<file path="src/rtl/uart_pkg.sv">
// uart_pkg: shared types, defaults and helpers for the UART receive path
package uart_pkg;

    typedef enum logic [1:0] {
        IDLE,
        START,
        DATA
    } state_t;

    localparam int FRAME_BITS_DEFAULT = 11;

    function automatic int clks_per_bit(input int clk_hz, input int baud);
        return (clk_hz + baud / 2) / baud;
    endfunction

endpackage

</file>
<file path="src/rtl/sync2.sv">
// sync2: two-flop synchroniser with a selectable reset level
module sync2 #(
    parameter logic RST_VAL = 1'b0
) (
    input  logic clk,
    input  logic rst,
    input  logic d,
    output logic q
);

    logic meta;

    // shift the asynchronous input through two flops
    always_ff @(posedge clk or posedge rst) begin
        if (rst) begin
            meta <= RST_VAL;
            q    <= RST_VAL;
        end else begin
            meta <= d;
            q    <= meta;
        end
    end

endmodule

</file>
<file path="src/rtl/uart_rx_bit_sampler.sv">
// uart_rx_bit_sampler: start-edge detection and mid-bit sampling of the rx line
module uart_rx_bit_sampler
    import uart_pkg::*;
#(
    parameter int CLKS_PER_BIT = clks_per_bit(50_000_000, 115_200),
    parameter int FRAME_BITS   = FRAME_BITS_DEFAULT
) (
    input  logic clk,
    input  logic rst,
    input  logic rx,
    output logic baud_pulse,
    output logic rx_bit,
    output logic busy,
    output logic false_start,
    output logic frame_err
);

    localparam int TW = $clog2(CLKS_PER_BIT);
    localparam int HALF = CLKS_PER_BIT / 2;
    localparam logic [TW-1:0] HALF_LAST = TW'(HALF - 1);
    localparam logic [TW-1:0] BIT_LAST = TW'(CLKS_PER_BIT - 1);
    localparam logic [3:0] IDX_LAST = 4'(FRAME_BITS - 1);

    logic          rx_s;
    logic          rx_d;
    state_t        state;
    logic [TW-1:0] tick_cnt;
    logic [3:0]    bit_idx;

    sync2 #(.RST_VAL(1'b1)) u_sync (
        .clk(clk),
        .rst(rst),
        .d  (rx),
        .q  (rx_s)
    );

    // previous synchronised level for falling-edge detection
    always_ff @(posedge clk or posedge rst) begin
        if (rst) rx_d <= 1'b1;
        else     rx_d <= rx_s;
    end

    // frame FSM: half-bit wait to the start centre, then full-bit steps; busy is cleared by IDLE so it drops one cycle after the stop pulse
    always_ff @(posedge clk or posedge rst) begin
        if (rst) begin
            state       <= IDLE;
            tick_cnt    <= '0;
            bit_idx     <= '0;
            baud_pulse  <= 1'b0;
            rx_bit      <= 1'b1;
            busy        <= 1'b0;
            false_start <= 1'b0;
            frame_err   <= 1'b0;
        end else begin
            baud_pulse  <= 1'b0;
            false_start <= 1'b0;
            frame_err   <= 1'b0;
            case (state)
                IDLE: begin
                    tick_cnt <= '0;
                    bit_idx  <= '0;
                    busy     <= 1'b0;
                    if (rx_d && !rx_s) begin
                        state <= START;
                        busy  <= 1'b1;
                    end
                end
                START: begin
                    if (tick_cnt == HALF_LAST) begin
                        tick_cnt <= '0;
                        if (!rx_s) begin
                            baud_pulse <= 1'b1;
                            rx_bit     <= 1'b0;
                            bit_idx    <= 4'd1;
                            state      <= DATA;
                        end else begin
                            false_start <= 1'b1;
                            state       <= IDLE;
                        end
                    end else begin
                        tick_cnt <= tick_cnt + 1'b1;
                    end
                end
                DATA: begin
                    if (tick_cnt == BIT_LAST) begin
                        baud_pulse <= 1'b1;
                        rx_bit     <= rx_s;
                        tick_cnt   <= '0;
                        if (bit_idx == IDX_LAST) begin
                            frame_err <= !rx_s;
                            state     <= IDLE;
                        end else begin
                            bit_idx <= bit_idx + 1'b1;
                        end
                    end else begin
                        tick_cnt <= tick_cnt + 1'b1;
                    end
                end
                default: state <= IDLE;
            endcase
        end
    end

endmodule
</file>
<file path="config.mk">
export PLATFORM = sky130hd
export DESIGN_NAME = uart_rx_bit_sampler
export DESIGN_NICKNAME = d
export VERILOG_FILES = /design/src/rtl/uart_pkg.sv /design/src/rtl/sync2.sv /design/src/rtl/uart_rx_bit_sampler.sv
export SDC_FILE = /design/constraint.sdc
export NUM_CORES = 1
export LEC_CHECK = 0
export CORE_UTILIZATION = 56
export CTS_CLUSTER_SIZE = 14
export DETAILED_ROUTE_END_ITERATION = 12
export PLACE_DENSITY_LB_ADDON = 0.3
export SLEW_MARGIN = 20
export SYNTH_ARGS = -nofsm -noshare
export SYNTH_HDL_FRONTEND = slang
export SYNTH_HIERARCHICAL = 1
export SYNTH_SLANG_ARGS = --single-unit
</file>
<file path="constraint.sdc">
create_clock -name clk -period 5.03 [get_ports clk]
set_input_delay 1.006 -clock clk [delete_from_list [all_inputs] [get_ports clk]]
set_output_delay 1.006 -clock clk [all_outputs]
set_load 0.01 [all_outputs]
</file>
==> run summary <==
antenna fix cells -> 0
crit-path max FO -> 3
root buf cell -> clkbuf_4
Post-synth ARST share -> 100%
FP Rows -> 16
Worst Path Buf+Inv -> 1
Yosys warnings -> 6
Final Total Pwr -> 0.526 mW
Critical Path AT -> 1.41 ns
CTS buffer count -> 3
pins over their slew limit -> 0
Post-synth EDFFs -> 0
sequential area share after synthesis -> 45.6%
internal cell power -> 0.322 mW
Hold Crit Class -> reg2reg
WL final -> 2340 microns
Max Cap Violations -> 0
Port Buffers -> 7
Data required, critical path -> 4.02 ns
die area -> 0.00247 sq mm
RSZ-0062 raised after global routing -> false
total grt overflow -> 0
Yosys cell types -> 37
Synth Cell Area -> 0.00127 sq mm
cell at the slowest stage of the critical path -> dfstp_2
Core Util, Final -> 68.6%
drt pass-1 iters -> 4
CTS sink count -> 23
postcts setup bufs -> 0
chip height -> 49.7 microns
clk_lat worst skew -> 0.33 ns
CTS Hold Bufs -> 0
H-tree Lvls -> 1
mean area per synthesized cell -> 10.0 sq um
crit-path max cell delay -> 0.56 ns
CTS resizes -> 0
register bit total from synthesis -> 23
I/O Pins -> 8
Total GRT Usage -> 22.3%
Clock Tree Buf Depth -> 2
Hold Crit Depth -> 0
Core ar. -> 0.00204 sq mm
worst path cell trace -> clkdlybuf4s50_1
drt drc -> 0
TNS Setup -> 0 ns
Antenna Nets Post-Route -> 0
vias in the first global route -> 944
CP delay by family, top -> flip-flops
Worst Tran Pin Value -> 0.754 ns
Layout area overhead -> 10.0%
Reg-to-Reg End -> tick_cnt[2]
Flop pwr share -> 43.0%
run status -> finished, final reports clean
initial drt markers -> 32
GP Congestion -> 0.855
initial antenna violation count -> 0
final hold violations -> 0
Leak -> 0.589 nW
Worst Hold Endpoint -> u_sync/q
layout cell share with drive strength beyond 1 -> 11.7%
Reg2Reg Launch Point -> state[0]
power per cell area -> 376 mW/mm^2
Worst setup SP type -> flip-flop
Final HPWL DP -> 1780 microns
CTS tree -> done
Via Count -> 985
post-synthesis cell count -> 127
vias per cell -> 6.01
worst hold slack -> 0.366 ns
area leader, netlist -> dfrtp_1
Tmin final -> 2.42 ns
skew final -> 0.00524 ns
Final nets -> 150
switching share of power -> 38.8%
top_reg_cell synth -> dfrtp_1
Hold Startpoint -> u_sync/meta
R2R setup slack -> 3.02 ns
CTS clock-pin slew for the worst setup and hold paths -> 0.12 ns
largest net degree at the start of global routing -> 22
Synth top area share -> 37.4%
wire per inst -> 14.2 microns
CP Class -> reg2out
final setup fails -> 0
Worst VDD drop -> 0.234 mV
chip width -> 49.7 microns
first-pass GRT wire length -> 4060 microns
combinational share of power -> 40.2%
final period utilization -> 48.1%
initial core utilization -> 62.3%
Switch Pwr -> 0.204 mW
Worst slew margin -> 49.7%
Reg2Reg Depth -> 6
top post-synthesis cells by area -> dfrtp_1 37%, ha_1 8.8%, dfstp_2 8.3%, inv_1 4.4%, a21oi_1 3.5%
Worst Setup End Kind -> primary output
Clock power frac -> 16.7%
Max Clk Rate -> 413 MHz
Post-Syn Nets -> 139
-- sequential cells by signal, indices dropped and copies added (netlist names) --
signal / flops
u_sync/q: 1
tick_cnt: 9
bit_idx: 4
rx_bit: 1
frame_err: 1
state: 2
busy: 1
false_start: 1
u_sync/meta: 1
rx_d: 1
baud_pulse: 1
-- per-layer routing --
metal / GRT usage, % / wire length, microns / up-vias
met2: 34.5 / 1110 / 28
met3: 3.70 / 86 / 3
met5: 0 / 0 / -
li1: - / - / 473
met4: 11.0 / 36 / 0
met1: 30.2 / 1110 / 481
-- layout make-up --
class / instances / area [sq um]
Fill cell: 158 / 642
Multi-Input combinational cell: 88 / 632
Sequential cell: 23 / 581
Timing Repair Buffer: 7 / 70.1
Inverter: 15 / 56.3
Tap cell: 27 / 33.8
Clock buffer: 3 / 22.5
Clock inverter: 1 / 5.00
-- worst max path at each step --
| stage | from | cells after the start | slack, ns | to |
|---|---|---|---|---|
| 2_1_floorplan | tick_cnt[0] | 6 | 3.26 | bit_idx[1] |
| 3_3_place_gp | rx_bit | 1 | 2.99 | rx_bit |
| 3_5_place_dp | rst | 2 | 2.97 | tick_cnt[2] |
| 4_1_cts | rx_bit | 1 | 2.61 | rx_bit |
| 5_1_grt | rx_bit | 1 | 2.59 | rx_bit |
| 6_report | rx_bit | 1 | 2.61 | rx_bit |
-- metrics by stage --
step | setup slack (ns) | area [sq um] | instances
floorplan | 3.26 | 1270 | 127
global placement | 2.99 | 1370 | 160
detailed placement | 2.97 | 1370 | 160
CTS | 2.61 | 1400 | 164
global route | 2.59 | 1400 | 164
finish | 2.61 | 1400 | 164
-- cells in the final DEF (no fill, tap or decap), drive strengths merged, types with 4 or more instances in the layout --
master,Yosys,final
inv,15,15
dfrtp,19,19
clkdlybuf4s50,0,7
dfstp,4,4
xnor2,5,5
o21ai,7,7
ha,9,9
nand2,10,10
nor2,7,7
a21oi,9,9
-- power by group through the flow --
| stage | sequential (mW) | clock [mW] | combinational (mW) |
|---|---|---|---|
| after floorplan | 0.228 | 0 | 0.160 |
| after global placement | 0.229 | 0 | 0.204 |
| after detailed placement | 0.231 | 0 | 0.210 |
| after CTS | 0.227 | 0.0877 | 0.211 |
| after global routing | 0.230 | 0.0942 | 0.239 |
| final | 0.227 | 0.0880 | 0.212 |
-- synthesized netlist by cell type, drive strengths merged, types with 2 or more instances --
library cell	number
nand3b	2
mux2	2
ha	9
a21boi	2
nor4	3
nand4b	2
a31oi	2
o21ai	7
nor2	7
inv	15
dfstp	4
o211ai	3
and4bb	2
and4b	2
nor3	3
a21oi	9
nand3	3
nand2	10
xnor2	5
dfrtp	19
nor2b	2
-- kinds of logic after synthesis --
group,after synthesis,share of synthesized area [%]
AO/OA/AOI/OAI,29,14.4
XOR/XNOR,5,3.44
adder cells (fa/ha/maj),9,8.85
buffers and inverters,16,4.72
flip-flops,23,45.6
multiplexers,3,2.85
AND/OR/NAND/NOR,42,20.2
Power figures use the tool's default switching activity.
